## src/rtl/pc_fetch_unit_pkg.sv

```systemverilog
// -----------------------------------------------------------------------------
// pc_fetch_unit_pkg
// Shared core definitions for the fetch stage: datapath width, the default
// reset PC and the fetch FSM state encoding.
// -----------------------------------------------------------------------------
package pc_fetch_unit_pkg;

   localparam int XLEN = 32;

   localparam logic [XLEN-1:0] RESET_PC_DEFAULT = 32'h0000_3000;

   typedef enum logic [1:0] {
      S_REQ   = 2'd0,   // request outstanding at PC
      S_WAIT  = 2'd1,   // granted, waiting for the read data
      S_VALID = 2'd2,   // instruction held for decode
      S_ERR   = 2'd3    // misaligned next PC (alignment-check builds only)
   } state_e;

endpackage

```

## src/rtl/pc_fetch_unit.sv

```systemverilog
// -----------------------------------------------------------------------------
// pc_fetch_unit
// Holds the architectural PC, fetches the word at PC from instruction memory
// and presents {pc_o, inst_o} to decode. When decode accepts, the next PC
// computed combinationally by the NPC logic from pc_o is captured and the
// next fetch starts. Every output is a flop or a decode of flops.
//
// Ports:
//   clk, rstn          core clock, asynchronous active-low reset
//   imem_req/addr      fetch request and word address (out)
//   imem_gnt           imem accepts the request (in)
//   imem_rvalid/rdata  fetched word is valid (in)
//   inst_valid/inst_o  instruction held for decode (out)
//   pc_o               PC of inst_o (out)
//   inst_ready         decode accepts this cycle (in)
//   npc_i              next PC, sampled only on acceptance (in)
//   fetch_cnt          instructions accepted by decode, wrapping (out)
//   misalign_o         misaligned-fetch error (out)
//
// Build option:
//   PC_FETCH_ALIGN_CHK_EN  accepting a next PC with npc_i[1:0] != 0 parks the
//                          unit in S_ERR until reset. Without it, misalign_o
//                          is tied 0 and the low two address bits are forced
//                          to zero on the imem port only.
// -----------------------------------------------------------------------------
module pc_fetch_unit
   import pc_fetch_unit_pkg::*;
#(
   parameter logic [XLEN-1:0] RESET_PC = RESET_PC_DEFAULT,
   parameter int              CNT_W    = 32
) (
   input  logic              clk,
   input  logic              rstn,
   output logic              imem_req,
   output logic [XLEN-1:0]   imem_addr,
   input  logic              imem_gnt,
   input  logic              imem_rvalid,
   input  logic [XLEN-1:0]   imem_rdata,
   output logic              inst_valid,
   input  logic              inst_ready,
   output logic [XLEN-1:0]   inst_o,
   output logic [XLEN-1:0]   pc_o,
   input  logic [XLEN-1:0]   npc_i,
   output logic [CNT_W-1:0]  fetch_cnt,
   output logic              misalign_o
);

`ifdef PC_FETCH_ALIGN_CHK_EN
   if (RESET_PC[1:0] != 2'b00) begin : g_bad_reset_pc
      $error("pc_fetch_unit: RESET_PC must be word aligned");
   end
`endif

   state_e             state_q, state_d;
   logic               run_q, run_d;
   logic [XLEN-1:0]    pc_q, pc_d;
   logic [XLEN-1:0]    inst_q, inst_d;
   logic [CNT_W-1:0]   cnt_q, cnt_d;

   // run_q stays low through the edge on which rstn rises, so the first
   // request appears one cycle after release and that edge makes no move.
   always_comb begin
      // NOTE: every signal gets a default before the case so that paths which
      // do not assign it hold the flop value instead of inferring a latch.
      state_d = state_q;
      run_d   = 1'b1;
      pc_d    = pc_q;
      inst_d  = inst_q;
      cnt_d   = cnt_q;

      case (state_q)
         S_REQ: begin
            if (run_q && imem_gnt) begin
               if (imem_rvalid) begin
                  inst_d  = imem_rdata;
                  state_d = S_VALID;
               end else begin
                  state_d = S_WAIT;
               end
            end
         end

         S_WAIT: begin
            if (imem_rvalid) begin
               inst_d  = imem_rdata;
               state_d = S_VALID;
            end
         end

         S_VALID: begin
            if (inst_ready) begin
               pc_d    = npc_i;
               cnt_d   = cnt_q + CNT_W'(1);
`ifdef PC_FETCH_ALIGN_CHK_EN
               state_d = (npc_i[1:0] != 2'b00) ? S_ERR : S_REQ;
`else
               state_d = S_REQ;
`endif
            end
         end

`ifdef PC_FETCH_ALIGN_CHK_EN
         S_ERR: state_d = S_ERR;
`endif

         default: state_d = S_REQ;
      endcase
   end

   // NOTE: sequential state uses non-blocking assignments so every flop
   // samples the pre-edge values regardless of statement order.
   always_ff @(posedge clk or negedge rstn) begin
      if (!rstn) begin
         state_q <= S_REQ;
         run_q   <= 1'b0;
         pc_q    <= RESET_PC;
         inst_q  <= '0;
         cnt_q   <= '0;
      end else begin
         state_q <= state_d;
         run_q   <= run_d;
         pc_q    <= pc_d;
         inst_q  <= inst_d;
         cnt_q   <= cnt_d;
      end
   end

   assign imem_req   = run_q && (state_q == S_REQ);
   assign inst_valid = (state_q == S_VALID);
   assign inst_o     = inst_q;
   assign pc_o       = pc_q;
   assign fetch_cnt  = cnt_q;

`ifdef PC_FETCH_ALIGN_CHK_EN
   assign imem_addr  = pc_q;
   assign misalign_o = (state_q == S_ERR);
`else
   // The PC keeps the raw next-PC value; only the bus address is aligned.
   assign imem_addr  = {pc_q[XLEN-1:2], 2'b00};
   assign misalign_o = 1'b0;
`endif

endmodule

```

## config.mk

```make
export PLATFORM = sky130hd
export DESIGN_NAME = pc_fetch_unit
export DESIGN_NICKNAME = d
export VERILOG_FILES = /design/src/rtl/pc_fetch_unit_pkg.sv /design/src/rtl/pc_fetch_unit.sv
export SDC_FILE = /design/constraint.sdc
export NUM_CORES = 1
export LEC_CHECK = 0
export ABC_AREA = 1
export CAP_MARGIN = 30
export CORE_MARGIN = 5
export CORE_UTILIZATION = 40
export DETAILED_ROUTE_END_ITERATION = 7
export HOLD_SLACK_MARGIN = 0.05
export PLACE_DENSITY = 0.77
export SETUP_SLACK_MARGIN = 0.2
export SLEW_MARGIN = 20
export SYNTH_ARGS = -nofsm -noshare
export SYNTH_HDL_FRONTEND = slang
export SYNTH_SLANG_ARGS = --single-unit
```

## constraint.sdc

```tcl
create_clock -name clk -period 3.6 [get_ports clk]
set_input_delay 0.9 -clock clk [delete_from_list [all_inputs] [get_ports clk]]
set_output_delay 0.9 -clock clk [all_outputs]
set_load 0.02 [all_outputs]
```

==> impl_metrics.toml <==
[critical_path]
critical_path_buf_inv_count = 1
required_ns = 2.70
crit_type = "register to primary output"
arrival_ns = 1.68
slowest_delay_ns = 0.66
crit_chain = "nor3b_1 -> clkdlybuf4s50_1"
cp_slowest_cell = "clkdlybuf4s50_1"
crit_path_max_fanout = 4
endpoint_kind = "primary output"
cp-start-kind = "register"
critical-path-top-delay-family = "buffers and inverters"

[global_routing]
grt_pass1_wl_um = 19680
grt_pass1_vias = 4008
grt-ovfl-total = 0
antenna_found_initial = 0
grt.total_usage_pct = 17.21
grt_max_degree = 91

[drt]
highest_layer = "met4"
dr_wl_met3_um = 1133
vias = 3759
avgViaCountPerCell = 4.687
wl_um = 11650
wl_per_cell_um = 14.53
first_iter_violations = 155
drtAntennaViolNets = 0
drcViolationCount = 0
wl_met1_um = 4626
met2WireLength_um = 5692
drtPass1Iterations = 4

[floorplan]
die_w_um = 117.4
ios = 200
core-area_sq_mm = 0.01137
rows = 39
die-area_sq_mm = 0.01378
initial_core_util_pct = 40.57
fp.dieH_um = 117.4

[sta]
fin_crit_ns = 2.584
setup_violations = 0
finalCritPeriodShare_pct = 71.79
timing.hold.ws_ns = 0.3685
relSlewSlack_pct = 65.61
final_hold_viol_count = 0
setup_tns_ns = 0
tightest_slew_ns = 0.5152
max_freq_mhz = 386.9
maxSlewViolCount = 0
fin_worst_skew_ns = 0.008688
rsz0062_at_grt = "no"

[placement]
post-dp-hpwl_um = 9038
place_congestion = 0.8367
dp.cells = 786
io_buffers = 196

[cells_and_area]
final_cell_mix = "clkdlybuf4s50_1, nand2_1, dfrtp_1"
syn_to_final_growth_pct = 47.38
finalNonFillerCells = 802
num_antenna_cells = 0
nNetsFinal = 724
final_common_cell = "clkdlybuf4s50_1"
drive_gt1_share_pct = 9.863

[logic_synthesis]
synth.distinct_cells = 29
muxShareOfSynthArea_pct = 8.462
synthAdderAreaFrac_pct = 0.2712
ys_ff_latch = 99
synthXorXnorAreaFrac_pct = 3.987
synth_top_family_by_area = "simple AND/OR/NAND/NOR gates"
synth_compound_area_share_pct = 0.3255
synthSimpleGateAreaFrac_pct = 22.84
synth_top_area_share_pct = 52.62
syn-cell-area_sq_mm = 0.004613
syn_inst = 486
ys_seq_area_share_pct = 53.76
yosys.area.top_type = "dfrtp_1"
yosysWarnings = 0
syn_avg_cell_area_sq_um = 9.492
synthTopCellsByArea = "dfrtp_1, nand2_1, mux2_2"

[clock_tree]
cts_buffer_depth = 2
cts.htree.levels = 3
cts_setup_buffers = 0
cts_num_sinks = 99
cts_buffers = 9
clkTransAtPathRegs_ns = 0.07
holdBufCountCts = 0
clock_latency_ns = 0.35
clockRootBuffer = "clkbuf_16"
ctsResizeCount = 0
cts_tree = "yes"

[power_and_ir_drop]
vdd_drop_max_v = 0.0004648
cellLeakagePower_nw = 3.149
comb_power_share_pct = 47.9
pwr-share-seq_pct = 33.0
clkPwrFrac_pct = 19.1
p_sw_share_pct = 36.78
power_switching_w = 0.001996
powerDensity_mw_per_mm2 = 798.2
p_int_w = 0.003431

[hold_path]
min_path_type = "primary input to async pin"

[run_status]
status = "finished clean"

[flow_run]
cap_violations = 0
power by group through the flow:
| stage | logic (W) | registers, W | clock network [W] |
|---|---|---|---|
| 4_1_cts | 0.00264 | 0.00180 | 0.00107 |
| 6_report | 0.00260 | 0.00179 | 0.00104 |
| 3_5_place_dp | 0.00263 | 0.00181 | 0 |
| 3_3_place_gp | 0.00259 | 0.00178 | 0 |
| 2_1_floorplan | 0.00107 | 0.00224 | 0 |
| 5_1_grt | 0.00276 | 0.00185 | 0.00113 |
metrics by stage:
step | power, W | setup slack, ns | area, sq um | utilization [%]
after detailed placement | 0.004445 | 0.7704 | 6475 | 56.95
after global routing | 0.005742 | 0.8986 | 6799 | 59.80
after floorplan | 0.003305 | 1.723 | 4621 | -
after CTS | 0.005516 | 0.9680 | 6799 | 59.80
after global placement | 0.004373 | 0.8431 | 6475 | 56.95
final | 0.005427 | 1.016 | 6799 | 59.80
flip-flops by register name, indices dropped and copies added (netlist names):
signal / flops
fetch_cnt: 32
inst_o: 32
pc_o: 32
run_q: 1
state_q: 2
layer usage:
metal,vias up,GRT usage (%)
met1,1778,19.81
met4,0,6.164
met2,155,28.36
met5,-,0
met3,16,7.603
li1,1810,-
cell type report:
type / instances / area [sq um]
Sequential cell: 99 / 2480
Clock buffer: 10 / 229.0
Clock inverter: 6 / 95.09
Tap cell: 143 / 178.9
Fill cell: 966 / 4571
Timing Repair Buffer: 198 / 1987
Inverter: 42 / 158.9
Multi-Input combinational cell: 304 / 1670
cells in the mapped netlist (all sizes together):
| library cell | number |
|---|---|
| dfstp | 2 |
| o21bai | 2 |
| nor3b | 1 |
| nand3b | 1 |
| nand2 | 168 |
| nand3 | 21 |
| xnor2 | 7 |
| mux2 | 32 |
| nor2 | 33 |
| xor2 | 14 |
| inv | 41 |
| nor3 | 10 |
| clkinv | 1 |
| buf | 40 |
| ha | 1 |
| clkbuf | 3 |
| nand4 | 10 |
| conb | 2 |
| dfrtp | 97 |
logic make-up after synthesis:
group / Yosys count
other: 2
AOI/OAI and AO/OA: 2
and+or+nand+nor: 244
xor gates and xnor gates: 21
adders and majority gates: 1
DFF: 99
buffers and inverters: 85
muxes: 32
path summary, 6_finish.rpt:
path,start,to,slack [ns],cells past startpoint
max in group asynchronous,rstn,pc_o[13],2.51,2
worst min register to register,pc_o[0],pc_o[0],0.48,2
min in group clk,pc_o[0],pc_o[0],0.48,2
worst max-delay path,state_q[1],imem_req,1.02,2
worst min-delay path,rstn,inst_o[6],0.37,1
worst max register to register,state_q[0],fetch_cnt[17],1.71,10
No activity file was read; power rests on OpenSTA's default activity.
